<file path="src/rtl/idma_stream_id_tracker_pkg.sv">
// Shared helpers for the iDMA per-stream transfer-ID tracker.
package idma_stream_id_tracker_pkg;

    // Index width for a select among num_idx items; never below one bit.
    function automatic int unsigned idx_width(input int unsigned num_idx);
        return (num_idx > 32'd1) ? unsigned'($clog2(num_idx)) : 32'd1;
    endfunction

endpackage

</file>
<file path="src/rtl/idma_stream_id_tracker_fifo.sv">
// In-order FIFO with registered full/empty; no fall-through, so a pop never frees a same-cycle push.
module idma_stream_id_tracker_fifo #(
    parameter int unsigned Depth     = 8,
    parameter int unsigned DataWidth = 1
) (
    input  logic                 clk_i,
    input  logic                 rst_ni,
    input  logic                 flush_i,
    input  logic                 push_i,
    input  logic [DataWidth-1:0] data_i,
    input  logic                 pop_i,
    output logic [DataWidth-1:0] data_o,
    output logic                 full_o,
    output logic                 empty_o
);

    localparam int unsigned AddrWidth = (Depth > 1) ? $clog2(Depth) : 1;
    localparam int unsigned CntWidth  = $clog2(Depth + 1);

    logic [AddrWidth-1:0] wptr_q, rptr_q;
    logic [CntWidth-1:0]  cnt_q;
    logic [DataWidth-1:0] mem_q [Depth];
    logic                 push_en, pop_en;

    function automatic logic [AddrWidth-1:0] ptr_incr(input logic [AddrWidth-1:0] ptr);
        return (ptr == AddrWidth'(Depth - 1)) ? '0 : ptr + AddrWidth'(1);
    endfunction

    always_comb begin
        full_o  = (cnt_q == CntWidth'(Depth));
        empty_o = (cnt_q == '0);
        push_en = push_i & ~full_o;
        pop_en  = pop_i & ~empty_o;
        data_o  = mem_q[rptr_q];
    end

    always_ff @(posedge clk_i or negedge rst_ni) begin
        if (!rst_ni) begin
            wptr_q <= '0;
            rptr_q <= '0;
            cnt_q  <= '0;
        end else if (flush_i) begin
            wptr_q <= '0;
            rptr_q <= '0;
            cnt_q  <= '0;
        end else begin
            if (push_en) wptr_q <= ptr_incr(wptr_q);
            if (pop_en)  rptr_q <= ptr_incr(rptr_q);
            if (push_en && !pop_en)      cnt_q <= cnt_q + CntWidth'(1);
            else if (pop_en && !push_en) cnt_q <= cnt_q - CntWidth'(1);
        end
    end

    // Storage needs no reset: entries are only read after being written.
    always_ff @(posedge clk_i) begin
        if (push_en) mem_q[wptr_q] <= data_i;
    end

endmodule

</file>
<file path="src/rtl/idma_stream_id_tracker.sv">
// Per-stream transfer-ID bookkeeping between the register front-end and the iDMA back-end.
module idma_stream_id_tracker
    import idma_stream_id_tracker_pkg::*;
#(
    parameter int unsigned NumStreams     = 1,
    parameter int unsigned IdCounterWidth = 32,
    parameter int unsigned Depth          = 8,
    parameter int unsigned StreamWidth    = idx_width(NumStreams)
) (
    input  logic                                 clk_i,
    input  logic                                 rst_ni,
    input  logic [StreamWidth-1:0]               stream_idx_i,
    input  logic                                 req_valid_i,
    output logic                                 req_ready_o,
    output logic                                 req_valid_o,
    input  logic                                 req_ready_i,
    input  logic                                 rsp_valid_i,
    output logic                                 rsp_ready_o,
    output logic [NumStreams*IdCounterWidth-1:0] next_id_o,
    output logic [NumStreams*IdCounterWidth-1:0] done_id_o,
    output logic [NumStreams-1:0]                busy_o,
    output logic                                 err_o
);

    typedef logic [StreamWidth-1:0]    stream_t;
    typedef logic [IdCounterWidth-1:0] cnt_width_t;

    cnt_width_t next_id_q [NumStreams];
    cnt_width_t done_id_q [NumStreams];
    stream_t    head;
    logic       full, empty, accept, complete;

    always_comb begin
        req_valid_o = req_valid_i & ~full;
        req_ready_o = req_ready_i & ~full;
        accept      = req_valid_i & req_ready_o;
        rsp_ready_o = ~empty;
        complete    = rsp_valid_i & ~empty;
        err_o       = rsp_valid_i & empty;
    end

    idma_stream_id_tracker_fifo #(
        .Depth     (Depth),
        .DataWidth (StreamWidth)
    ) u_fifo (
        .clk_i   (clk_i),
        .rst_ni  (rst_ni),
        .flush_i (1'b0),
        .push_i  (accept),
        .data_i  (stream_idx_i),
        .pop_i   (complete),
        .data_o  (head),
        .full_o  (full),
        .empty_o (empty)
    );

    // Out-of-range stream indices match no counter, so they pass through untracked.
    always_ff @(posedge clk_i or negedge rst_ni) begin
        if (!rst_ni) begin
            for (int unsigned s = 0; s < NumStreams; s++) begin
                next_id_q[s] <= cnt_width_t'(1);
                done_id_q[s] <= '0;
            end
        end else begin
            for (int unsigned s = 0; s < NumStreams; s++) begin
                if (accept && (stream_t'(s) == stream_idx_i)) begin
                    next_id_q[s] <= next_id_q[s] + cnt_width_t'(1);
                end
                if (complete && (stream_t'(s) == head)) begin
                    done_id_q[s] <= done_id_q[s] + cnt_width_t'(1);
                end
            end
        end
    end

    // Depth < 2^IdCounterWidth keeps the modulo distance unambiguous.
    always_comb begin
        for (int unsigned s = 0; s < NumStreams; s++) begin
            next_id_o[s*IdCounterWidth +: IdCounterWidth] = next_id_q[s];
            done_id_o[s*IdCounterWidth +: IdCounterWidth] = done_id_q[s];
            busy_o[s] = (next_id_q[s] != done_id_q[s] + cnt_width_t'(1));
        end
    end

endmodule

</file>
<file path="config.mk">
export PLATFORM = sky130hd
export DESIGN_NAME = idma_stream_id_tracker
export DESIGN_NICKNAME = d
export VERILOG_FILES = /design/src/rtl/idma_stream_id_tracker_pkg.sv /design/src/rtl/idma_stream_id_tracker_fifo.sv /design/src/rtl/idma_stream_id_tracker.sv
export SDC_FILE = /design/constraint.sdc
export NUM_CORES = 1
export LEC_CHECK = 0
export CAP_MARGIN = 20
export CORE_MARGIN = 3
export CORE_UTILIZATION = 49
export CTS_CLUSTER_SIZE = 30
export DETAILED_ROUTE_END_ITERATION = 8
export PLACE_DENSITY = 0.89
export RECOVER_POWER = 100
export SYNTH_ARGS = -nofsm -noshare
export SYNTH_HDL_FRONTEND = slang
export SYNTH_SLANG_ARGS = --single-unit
</file>
<file path="constraint.sdc">
create_clock -name clk_i -period 3.8 [get_ports clk_i]
set_input_delay 0.95 -clock clk_i [delete_from_list [all_inputs] [get_ports clk_i]]
set_output_delay 0.95 -clock clk_i [all_outputs]
set_load 0.03 [all_outputs]
</file>
# ---- Word-level counts from Yosys, hierarchy flattened
# Memories as Yosys holds them, arrays and structs flattened.
# Cells that the tools add are included.
dict set report totals {
  reg_bits 74
  ram_bits 8
  input_bits 6
  output_inout_bits 69
  elab_cells 41
  mem_count 1
}
# name depth width read_ports rd_ports_with_merged_regs write_ports line_no
set memory_table {}
lappend memory_table {u_fifo.mem_q 8 1 1 0 1 idma_stream_id_tracker_fifo.sv:22} ;# logic [DataWidth-1:0] mem_q [Depth];
dict set report classes {
  add_sub_neg 6
  n_eq_ne 4
  muxes 6
  bitwise 11
  reduce_logical 8
}
# op n
set ops {}
lappend ops {{$add 32x1->32 const B} 2}
lappend ops {{$ne 32x32->1} 1}
lappend ops {{$mux 4} 2}
lappend ops {{$and 1x1->1} 7}
lappend ops {{$add 3x1->3 const B} 2}
lappend ops {{$eq 3x3->1 const B} 2}
lappend ops {{$mux 3} 2}
lappend ops {{$add 4x1->4 const B} 1}
lappend ops {{$eq 4x4->1 const B} 1}
lappend ops {{$logic_and 1x1->1} 4}
lappend ops {{$logic_not 4->1} 1}
lappend ops {{$not 1->1} 4}
lappend ops {{$sub 4x1->4 const B} 1}
lappend ops {{$logic_not 1->1} 2}
lappend ops {{$mux 1} 2}
lappend ops {{$reduce_bool 2->1} 1}

# ---- Logic depth before layout (Yosys ltp)
dict set report depth {
  depth_word 9
  ltp_mapped 12
  mapped_depth_nobuf 11
}

# ---- Hierarchy
# A second synthesis with hierarchy kept.
dict set report unflattened {
  hier_cells 493
  area_unflattened_um2 4892.2
}
# mod n_inst cells_per_inst area_each_um2 seq_area_each_um2
set modules_own_cells {}
lappend modules_own_cells {idma_stream_id_tracker 1 398 3819.9 1602.8}
lappend modules_own_cells {idma_stream_id_tracker_fifo 1 95 1072.3 490.5}

# ---- Least setup slack after synthesis
# Ideal clock, no wire load.
dict set report synth_path {
  path_kind {reg-to-output}
  start {reg done_id_q, in the netlist done_id_o[0]}
  end {out busy_o}
  t_arrival_ns 3.128
  required_ns 2.850
  setup_slack_ns -0.278
  path_stages_with_launch 9
  path_buffers 0
  path_cell_list {dfrtp_1 ha_1 nand4_4 or4_1 nor3_1 xnor2_1 nand3_1 or4_1 or3_1}
}
dict set report synth_via {
  elab_chain_cells 2
}
# element line_no
set synth_lines {}
lappend synth_lines {{start: declaration} idma_stream_id_tracker.sv:29} ;# cnt_width_t done_id_q [NumStreams];
lappend synth_lines {{start signal: indexed assignment} idma_stream_id_tracker.sv:70} ;# done_id_q[s] <= done_id_q[s] + cnt_width_t'(1);
lappend synth_lines {{$add 32x1->32} idma_stream_id_tracker.sv:81} ;# busy_o[s] = (next_id_q[s] != done_id_q[s] + cnt_width_t'(1));
lappend synth_lines {{$ne 32x32->1} idma_stream_id_tracker.sv:81}
lappend synth_lines {{end: declaration} idma_stream_id_tracker.sv:21} ;# output logic [NumStreams-1:0] busy_o,
# No other way between the ends.

# ---- Final worst setup path
dict set report layout_path {
  start {reg done_id_q, in the netlist done_id_o[11]}
  end {out busy_o}
}
# The elaborated chain is that of the path after synthesis.

==> impl_metrics.tcl <==
set metrics [dict create \
    cts_root_buffer "clkbuf_8" \
    hold_viol 0 \
    routed_via_density 6.38 \
    critPathMaxStageDelay_ps 530 \
    core-area_mm2 0.00942 \
    worstPathArrival_ps 3690 \
    hp-class "flip-flop to flip-flop" \
    utilization_pct 73.5 \
    synth_cells 477 \
    antenna_found_initial 0 \
    relSlewSlack_pct -27.6 \
    cts_sinks 82 \
    violations "max-capacitance violations, max-slew violations, negative setup slack" \
    start_kind "flip-flop" \
    gr-total-overflow 0 \
    die-area_mm2 0.0111 \
    final_nets 683 \
    gp_congestion 0.973 \
    ctsHtreeMaxLevel 3 \
    power.density_mw_per_mm2 445 \
    synthArstFlopShare_pct 90.2 \
    portBuffers 74 \
    drt_iter0_drc 653 \
    drive_above_1_share_pct 27.1 \
    synth_nets 493 \
    fill_cells 568 \
    placementRows 35 \
    finalWirelength_mm 19.2 \
    grt_usage_pct 31.8 \
    path_class "flip-flop to output pin" \
    die_width_um 105 \
    ys_warn_count 0 \
    placedInstanceArea_mm2 0.00623 \
    required_ps 2850 \
    rsz0062_at_grt "yes" \
    cts.reportedPaths.clkPinSlew_ps 100 \
    antenna-diode-count 0 \
    cp_max_fo 4 \
    slew_violations 37 \
    fin_crit_sh_pct 122 \
    cts_tree "built" \
    yosysUniqueCellTypes 57 \
    final_area_mm2 0.00692 \
    first_global_vias 5158 \
    p_leak_nw 3.27 \
    die_height_um 105 \
    clkLatencyLatePin_ps 390 \
    use_met3_pct 8.33 \
    max_cap_violations 1 \
    busiest_layer "met2" \
    use_met2_pct 51.6 \
    seq_area_frac_synth_pct 43.3 \
    grt_max_degree 40 \
    syn_area_per_cell_um2 10.1 \
    path_buf_inv 2 \
    crit_chain "nand4_1, buf_4, nor4_4, nand3_2, xnor2_1, nand3_2, or4_4, or3_4, buf_6" \
    initial_core_util_pct 51.3 \
    layout_common_cells "buf_4, xnor2_1, dlygate4sd3_1, dfrtp_1, nand2_1" \
    fin_ws_ps -840 \
    wl_per_cell_um 23.9 \
    grt_pass1_wl_mm 27.4 \
    ant_nets 0 \
    syn-cell-area_mm2 0.00483 \
    cpLargestDelayFamily "simple AND/OR/NAND/NOR gates" \
    ios 75 \
    firstDrtPassIters 9 \
    clockBufferDepth 2 \
    final_common_cell "buf_4" \
    fmax_ghz 0.216 \
    area.growth.synth_to_final_pct 43.2 \
    hold_slack_ps 506 \
    cpMaxStageDelayCell "xnor2_1" \
    setup_viol 2 \
    cp-end-kind "output pin" \
    synth_edf_count 8 \
    num_vias 5108 \
    cpMostUsedCell "nand3_2" \
    synthFlopType "dfrtp_1" \
    status "complete, but fails checks" \
    ir_worst_vdd_v 0.000423 \
    cts_buffers 9 \
    tightestPinTransition_ps 1910 \
    synth_seq_cells 82 \
    dp_hpwl_mm 10.1 \
    drc 0 \
    period_needed_ps 4640 \
    pre_cts_ws_ps -326 \
    gr-usage-met1_pct 36.8 \
    skew_ps 30.9 \
]
## worst reg2reg max path: cells and delay by family (launching register included)
kind / cells / cell delay (ps)
XOR/XNOR: 1 / 150
buffers and inverters: 20 / 2660
flip-flops: 1 / 440
AND/OR/NAND/NOR: 4 / 990
## cell type report
| class | instances | area, um2 | area share [%] |
|---|---|---|---|
| flip-flops and latches | 82 | 2100 | 30.4 |
| inverters | 11 | 41.3 | 0.597 |
| well taps | 129 | 161 | 2.33 |
| clock buffers | 10 | 149 | 2.15 |
| clock inverters | 6 | 95.1 | 1.37 |
| repair buffers | 199 | 1670 | 24.2 |
| multi-input cells | 364 | 2700 | 39.0 |
## layer usage
metal  wire [um]  vias up  part of all wire [%]
met5           0        -                     0
met4        1910        0                    10
met3        2330      205                    12
met2        8590      469                    45
met1        6330     2391                    33
li1            -     2043                     -
## path summary, 6_finish.rpt
path,depth (start not counted),slack (ps),end,startpoint
max,9,-840,busy_o,done_id_o[11]
min,1,510,u_fifo.cnt_q[3],u_fifo.cnt_q[3]
max reg2reg,25,-550,done_id_o[24],done_id_o[11]
min reg2reg,1,510,u_fifo.cnt_q[3],u_fifo.cnt_q[3]
max in group asynchronous,2,850,next_id_o[10],rst_ni
min in group asynchronous,1,1070,next_id_o[28],rst_ni
## registers in the layout (all words and copies together) (netlist names)
name	flops
done_id_o	32
u_fifo.cnt_q	4
u_fifo.wptr_q	3
u_fifo.rptr_q	3
next_id_o	32
u_fifo.mem_q	8
## per-stage QoR
step                power [mW]  setup TNS [ps]  instances
floorplan                 1.83               0        477
global route              3.20           -1290        801
finish                    3.08           -1390        801
detailed placement        2.25            -326        735
global placement          2.19            -261        735
CTS                       3.02            -372        792
## report_power, final
group	leakage (nW)	switching [mW]	internal [mW]
sequential	1.05	0.160	1.01
clock	0.123	0.371	0.417
combinational	2.10	0.645	0.480
total	3.27	1.18	1.90
## timing repair
action,4_1_cts,5_1_grt
gates resized for setup,18,13
buffers inserted,41,9
hold buffers,0,0
hold endpoints to repair,0,0
gates cloned,0,0
setup endpoints to repair,1,2
pin swaps,14,9
## logic make-up after synthesis
kind of cell / count (synthesis) / share of synthesized area (%)
fa+ha+maj: 10 / 2.74
flops: 82 / 43.3
xor+xnor: 108 / 19.6
mux: 7 / 2.10
compound gates: 39 / 5.28
buf+inv: 31 / 3.00
simple gates: 200 / 24.0
## synthesized netlist by cell type (all sizes together) (7+ instances only)
master	number	area share, %
xnor2	83	15
edfxtp	8	5.0
nor2	30	2.3
or4	7	1.2
xor2	25	4.5
nand2b	11	1.4
buf	11	1.4
nor4	7	2.0
nand3	27	3.3
ha	9	2.3
a21oi	8	0.83
o21ai	9	0.93
nand4	24	4.0
nor3	21	2.3
dfrtp	73	38
clkbuf	9	0.72
and3	11	1.4
nand2	46	3.6
inv	11	0.85
(Power assumes the default switching activity.)
